--- config.mk ---
export PLATFORM = sky130hd
export DESIGN_NAME = weight_bram_arbiter
export DESIGN_NICKNAME = d
export VERILOG_FILES = /design/src/rtl/weight_bram_arbiter.sv
export SDC_FILE = /design/constraint.sdc
export NUM_CORES = 1
export LEC_CHECK = 0
export BUFFER_PORTS_ARGS = -buffer_cell sky130_fd_sc_hd__clkbuf_2
export CAP_MARGIN = 20
export CORE_MARGIN = 5
export CORE_UTILIZATION = 40
export CTS_BUF_LIST = sky130_fd_sc_hd__clkbuf_16
export DETAILED_ROUTE_END_ITERATION = 10
export GPL_ROUTABILITY_DRIVEN = 1
export GPL_TIMING_DRIVEN = 0
export PLACE_DENSITY = 0.7
export SYNTH_ARGS = -nofsm -noshare
export SYNTH_HDL_FRONTEND = slang
export SYNTH_SLANG_ARGS = --single-unit
--- constraint.sdc ---
create_clock -name clk -period 2.3 [get_ports clk]
set_clock_uncertainty 0.2 [all_clocks]
set_input_delay 0 -clock clk [delete_from_list [all_inputs] [get_ports clk]]
set_output_delay 0 -clock clk [all_outputs]
set_load 0.02 [all_outputs]
--- src/rtl/weight_bram_arbiter.sv ---
// Single-port weight BRAM arbiter: fill writes vs. conv fetch reads, one access per cycle.
// Define WEIGHT_ARB_ROUND_ROBIN_EN for round-robin on contention; default gives reads fixed priority.
module weight_bram_arbiter #(
    parameter int BRAM_ADDRESS_WIDTH = 12,
    parameter int DATA_WIDTH         = 32,
    parameter int READ_LATENCY       = 2
) (
    input  logic                          clk,
    input  logic                          rst_n,
    input  logic                          wr_valid_i,
    output logic                          wr_ready_o,
    input  logic [DATA_WIDTH-1:0]         wr_data_i,
    input  logic                          wr_last_i,
    output logic                          wr_done_o,
    input  logic                          rd_req_i,
    input  logic [1:0]                    rd_step_i,
    input  logic                          address_reset_i,
    output logic                          rd_ack_o,
    output logic                          rd_valid_o,
    output logic [DATA_WIDTH-1:0]         rd_data_o,
    output logic                          bram_en_o,
    output logic                          bram_we_o,
    output logic [BRAM_ADDRESS_WIDTH-1:0] bram_addr_o,
    output logic [DATA_WIDTH-1:0]         bram_wdata_o,
    input  logic [DATA_WIDTH-1:0]         bram_rdata_i
);

    localparam int AW = BRAM_ADDRESS_WIDTH;
    localparam logic [AW-1:0] ONE = AW'(1);
    localparam logic [AW-1:0] TWO = AW'(2);

    // Encoding chosen so bit 0 is the BRAM enable and bit 1 the write enable.
    typedef enum logic [1:0] {
        IDLE   = 2'b00,
        GNT_RD = 2'b01,
        GNT_WR = 2'b11
    } gnt_e;

    gnt_e                  state_d, state_q;
    logic                  last_rd_d, last_rd_q;
    logic [AW-1:0]         wr_addr_d, wr_addr_q;
    logic [AW-1:0]         rd_addr_d, rd_addr_q;
    logic [AW-1:0]         addr_d, addr_q;
    logic [DATA_WIDTH-1:0] wdata_d, wdata_q;
    logic [AW-1:0]         fetch_addr;
    logic [AW-1:0]         step;
    logic                  rd_wins;
    logic                  wr_done_q;
    logic [READ_LATENCY:0] vld_q;
    logic                  rd_valid_q;
    logic [DATA_WIDTH-1:0] rd_data_q;

    always_comb begin
        state_d    = IDLE;
        last_rd_d  = last_rd_q;
        wr_addr_d  = wr_addr_q;
        rd_addr_d  = rd_addr_q;
        addr_d     = addr_q;
        wdata_d    = wdata_q;
        step       = (rd_step_i >= 2'd2) ? TWO : ONE;
        fetch_addr = address_reset_i ? '0 : rd_addr_q;
`ifdef WEIGHT_ARB_ROUND_ROBIN_EN
        rd_wins    = rd_req_i && !(wr_valid_i && last_rd_q);
`else
        rd_wins    = rd_req_i;
`endif
        if (rd_wins) begin
            state_d = GNT_RD;
        end else if (wr_valid_i) begin
            state_d = GNT_WR;
        end

        if (address_reset_i) begin
            rd_addr_d = '0;
        end

        case (state_d)
            GNT_RD: begin
                addr_d    = fetch_addr;
                rd_addr_d = fetch_addr + step;
                last_rd_d = 1'b1;
            end
            GNT_WR: begin
                addr_d    = wr_addr_q;
                wdata_d   = wr_data_i;
                wr_addr_d = wr_last_i ? '0 : wr_addr_q + ONE;
                last_rd_d = 1'b0;
            end
            default: ;
        endcase
    end

    always_ff @(posedge clk or negedge rst_n) begin
        if (!rst_n) begin
            state_q   <= IDLE;
            last_rd_q <= 1'b0;
            wr_addr_q <= '0;
            rd_addr_q <= '0;
            addr_q    <= '0;
            wdata_q   <= '0;
            wr_done_q <= 1'b0;
        end else begin
            state_q   <= state_d;
            last_rd_q <= last_rd_d;
            wr_addr_q <= wr_addr_d;
            rd_addr_q <= rd_addr_d;
            addr_q    <= addr_d;
            wdata_q   <= wdata_d;
            wr_done_q <= (state_d == GNT_WR) && wr_last_i;
        end
    end

    // Valid tap tracks each fetch through the command register and BRAM latency.
    always_ff @(posedge clk or negedge rst_n) begin
        if (!rst_n) begin
            vld_q      <= '0;
            rd_valid_q <= 1'b0;
            rd_data_q  <= '0;
        end else begin
            vld_q      <= {vld_q[READ_LATENCY-1:0], (state_d == GNT_RD)};
            rd_valid_q <= vld_q[READ_LATENCY];
            if (vld_q[READ_LATENCY]) begin
                rd_data_q <= bram_rdata_i;
            end
        end
    end

    assign wr_ready_o   = (state_d == GNT_WR);
    assign rd_ack_o     = (state_d == GNT_RD);
    assign wr_done_o    = wr_done_q;
    assign rd_valid_o   = rd_valid_q;
    assign rd_data_o    = rd_data_q;
    assign bram_en_o    = state_q[0];
    assign bram_we_o    = state_q[1];
    assign bram_addr_o  = addr_q;
    assign bram_wdata_o = wdata_q;

endmodule

# After elaboration in Yosys (flattened, before gate mapping)
# Cells that the tools add are included.
# word_totals
reg_bits	107
inputBits	72
word_cells	23
# classes
addsub	2
n_lt_le_gt_ge	1
n_eq_ne	2
muxes	7
reduce_logical	2
# op_table
operator	n
2-to-1 mux 12 bit	3
one-hot mux 12 bit (2 select lines)	1
adder 12 x 1 -> 12 bit, second input constant	1
adder 12 x 2 -> 12 bit	1
2-to-1 mux 2 bit	3
== test 2 x 1 -> 1 bit, second input constant	1
== test 2 bit, second input constant	1
>= comparator 2 bit, second input constant	1
nonzero test 2 bit	1
logical AND 1 bit	1

# Depth between registers and ports, before layout
# depth
ltp_word	4
depth_mapped	7
ltp_nobuf	6

# Least setup slack after synthesis
# Ideal clock, no wire load.
# synth_path
path_kind	flip-flop to flip-flop
startpoint	reg rd_addr_q[1]
endpoint	reg rd_addr_q[5]
setup_time_ps	119
arrival_ps	1454
path_slack_ps	528
path_stages_with_launch	7
path_buffers	0
period_less_slack_ps	1772
path_cell_list	dfrtp_1 nor2b_1 ha_1 a21oi_1 nor3b_1 xnor2_1 nor2_1
# synth_via
elab_chain_len	3
# synth_lines
item	line_no	text
start, declared	42	logic [AW-1:0] rd_addr_d, rd_addr_q;
start signal, assigned	106	rd_addr_q <= rd_addr_d;
2-to-1 mux 12 bit	-	
adder 12 x 2 -> 12 bit	80	rd_addr_d = fetch_addr + step;
2-to-1 mux 12 bit	77	case (state_d)
named net rd_addr_d[5]	42	
# The timed path passes the listed nets, and every way through them passes these cells.
# A chain may end at the register's enable or synchronous reset.

# Worst setup path after layout
# layout_path
startpoint	in address_reset_i
endpoint	reg rd_addr_q[8]
# layout_via
elab_chain_len	3
# layout_lines
item	line_no	text
start, declared	17	input logic address_reset_i,
2-to-1 mux 12 bit *	-	
adder 12 x 2 -> 12 bit	80	
2-to-1 mux 12 bit *	77	
named net rd_addr_d[8]	42	
# Mark *: on every way through the listed nets, which the timed path passes. The rest lies on a longest branch.

==> reports/qor_table.md <==
| Metric | Reported |
|:---|:---|
| Proportion of synthesized flip-flops having asynchronous set or reset | 100% |
| Cell internal power dissipation | 3.34 mW |
| RSZ-0062 raised after global routing | no |
| CP max stage delay | 0.53 ns |
| DRT antenna net count | 0 |
| H-tree Lvls | 3 |
| FF/Latch Area | 2680 sq um |
| Vias per inst | 4.73 |
| Count of cell types in the netlist | 44 |
| Number of rows in the core area | 38 |
| Post-DR wirelength/cell | 14.4 um |
| Port-buffer cells | 150 |
| Detailed Route Iter0 Violations | 179 |
| Depth of the worst register-to-register path | 6 |
| Core Footprint | 10900 sq um |
| Warning count from the yosys run | 0 |
| Leading area contributor after synthesis | dfrtp_1 |
| Die span in x | 116 um |
| Antenna diode instance count | 0 |
| CP Class | in -> reg |
| Setup tns final | 0 ns |
| CTS root buffer | clkbuf_16 |
| Power density cells | 704 nW/um^2 |
| Number of vias after detailed routing | 3698 |
| Effective utilization at floorplan | 41.2% |
| Worst reg2reg endpoint | rd_addr_q[8]$_DFF_PN0_ |
| Outcome | finished, final reports clean |
| Proportion of power drawn by flip-flops and latches | 46.5% |
| Initial antenna violation count | 0 |
| Least-Margin Pin Slew | 0.826 ns |
| Switching power summed over all nets | 1.23 mW |
| Number of enable flip-flop cells after synthesis | 0 |
| Final worst-path cycle share | 89.3% |
| Cell type of the slowest stage on the worst timing path | dlygate4sd3_1 |
| Most frequently used flop master after synthesis | dfrtp_1 |
| Worst slew slack as a fraction of its limit | 45.0% |
| Largest net degree at the start of global routing | 108 |
| Overall Power | 4.57 mW |
| Worst slack after detailed placement | 0.185 ns |
| Global-route wire length before repair | 18.2 mm |
| I/O Pins | 154 |
| Detailed Place HPWL | 7.60 mm |
| Post-route cell area | 6500 sq um |
| Number of buffers inserted during clock tree synthesis | 9 |
| Average cell area after synthesis | 11.2 sq um |
| Die Area | 13500 sq um |
| Achievable clock frequency | 487 MHz |
| PnR worst setup slack | 0.245 ns |
| R2R Setup Slk | 0.40 ns |
| Placed instance area | 5440 sq um |
| Top cell types by occurrence after synthesis | nand2_1, dfrtp_1, mux2_2, o21ai_0, buf_2 |
| Overflow after GRT | 0 |
| DRT Wirelength | 11.3 mm |
| Synth Instances | 404 |
| Ratio of cells with drive above 1 in the final layout | 36.1% |
| Cell types with the largest area share after synthesis | dfrtp_1, nand2_1, mux2_2, mux2i_1, o21ai_0 |
| Total Nets Final | 713 |
| Synthesized net count | 480 |
| Number of global-route vias before repair | 3812 |
| Max-slew violation count | 0 |
| Min Hold Slack | 0.122 ns |
| Clk sink count | 107 |
| Switch share | 26.9% |
| Synth-to-layout area growth | 44.1% |
| Endpoint class of the critical path | register |
| DRC viols | 0 |
| Static Leakage | 3.25 nW |
| Sequential element share of the synthesized area | 59.4% |
| Share of Yosys cell area claimed by the top area cell type | 59.4% |
| Class of the tightest hold or removal check | in -> async |
| Area of the multi-input gates | 1680 sq um |
| Nature of the critical path startpoint | input port |
| Routability congestion estimate | 0.828 |
| Final number of hold-violating endpoints | 0 |
| Proportion of power drawn by the clock network | 36.1% |
| Setup Viol. Count Final | 0 |
| Area of the mapped netlist | 4510 sq um |
| Most instantiated library cell after synthesis | nand2_1 |
| Sequence of cells on the critical path | dlygate4sd3_1 > clkbuf_2 > clkbuf_2 > nor2b_1 > ha_1 > fa_1 > nand3_1 > xor2_1 > nor2_1 |
| Count of fill cells added during filler insertion | 906 |
| Comb pwr share | 17.4% |
| Reg-to-Reg Start | rd_addr_q[0]$_DFF_PN0_ |
| CTS Buffer Depth | 2 |
| Crit path top cell by count | clkbuf_2 |
| Clock tree from TritonCTS | done |
| WP data arrival | 2.08 ns |
| Router iterations before antenna repair | 5 |
| # Max-Cap Violations | 0 |
| All-Layer GR Usage | 17.1% |
| Clock input transition at the sequential cells of the worst setup and hold paths | 0.07 ns |
| Worst Path Max Fanout | 10 |
| Chip height | 116 um |
| Total of flip-flops plus latches after synthesis | 107 |
| Required time of the critical path | 2.33 ns |
| Minimum clock period | 2.05 ns |
| Maximum VDD drop | 0.435 mV |
| Insertion delay of the later-clocked pin in the worst-skew pair | 0.34 ns |
-- layout make-up --
cell class                      instances  share of cell area, %
Sequential cell                       107                   41.2
Buffer                                 28                   2.25
Clock buffer                            9                   3.47
Timing Repair Buffer                  222                   22.8
Clock inverter                          7                   1.56
Inverter                                3                  0.173
Tap cell                              140                   2.70
Multi-Input combinational cell        266                   25.9
-- flip-flops by register name, indices dropped and copies added (netlist names) --
signal / cells
bram_addr_o: 12
bram_wdata_o: 32
rd_addr_q: 12
rd_data_o: 32
rd_valid_o: 1
state_q: 2
vld_q: 3
wr_addr_q: 12
wr_done_o: 1
-- what timing repair did --
item / CTS / global route
hold endpoints to repair: 189 / 0
setup endpoints to repair: 0 / 8
setup buffers: 0 / 0
resized for setup: 0 / 4
hold buffers: 72 / 0
-- power by group through the flow --
stage          Sequential, mW  Combinational [mW]  Clock [mW]
2_1_floorplan            2.32               0.226           0
3_3_place_gp             2.15               0.687           0
3_5_place_dp             2.16               0.707           0
4_1_cts                  2.12               0.804        1.70
5_1_grt                  2.15               0.875        1.77
6_report                 2.12               0.798        1.65
-- layout by cell type (no fill, tap or decap), types with 2 or more instances in the layout --
master	n
a21oi_1	3
a41oi_1	2
and3_1	2
buf_2	16
buf_4	3
bufinv_16	2
clkbuf_1	6
clkbuf_16	9
clkbuf_2	151
clkinv_4	2
dfrtp_1	107
dlygate4sd3_1	72
ha_1	3
inv_1	3
mux2_2	33
mux2i_1	11
nand2_1	111
nand2b_1	3
nand3_1	7
nand3_2	2
nand3b_1	10
nand4_1	4
nand4b_1	2
nor2_1	9
nor2b_1	4
nor4_2	3
o21ai_0	22
o31ai_1	5
o41ai_1	2
xnor2_1	7
xor2_1	3
-- routing by layer --
| metal | global-route usage (%) | part of all wire, % |
|---|---|---|
| met1 | 21.1 | 41 |
| met4 | 5.49 | 1.4 |
| met3 | 3.37 | 5.5 |
| met5 | 0 | 0 |
| met2 | 30.2 | 52 |
-- per-stage QoR --
step | util, % | cells
4_1_cts | 59.3 | 782
6_report | 59.4 | 782
3_3_place_gp | 49.7 | 694
3_5_place_dp | 49.8 | 694
5_1_grt | 59.4 | 782
2_1_floorplan | - | 404
-- kinds of logic (layout without fill, tap and decap cells) --
group / after synthesis / after routing / synth area share, %
AND/OR/NAND/NOR: 169 / 169 / 18.0
flip-flops: 107 / 107 / 59.4
multiplexers: 45 / 45 / 10.9
AO/OA/AOI/OAI: 38 / 38 / 5.00
buffers and inverters: 31 / 269 / 3.47
XOR/XNOR: 10 / 10 / 1.94
adder cells (fa/ha/maj): 4 / 4 / 1.28
-- how the worst max path moves through the flow --
stage | depth (start not counted) | to | slack (ns) | from
floorplan | 6 | rd_addr_q[5]$_DFF_PN0_ | 0.53 | rd_addr_q[1]$_DFF_PN0_
global placement | 1 | rd_addr_q[6]$_DFF_PN0_ | -0.42 | rst_n
detailed placement | 8 | rd_addr_q[5]$_DFF_PN0_ | 0.19 | address_reset_i
CTS | 9 | rd_addr_q[5]$_DFF_PN0_ | 0.004 | address_reset_i
global route | 9 | rd_addr_q[5]$_DFF_PN0_ | 0.15 | address_reset_i
finish | 9 | rd_addr_q[8]$_DFF_PN0_ | 0.25 | address_reset_i
-- critical path: cells and delay by family --
kind / cells / cell delay (ns)
fa+ha+maj: 2 / 0.71
simple gates: 3 / 0.30
buf+inv: 3 / 0.88
xor+xnor: 1 / 0.17
Power figures use the tool's default switching activity.
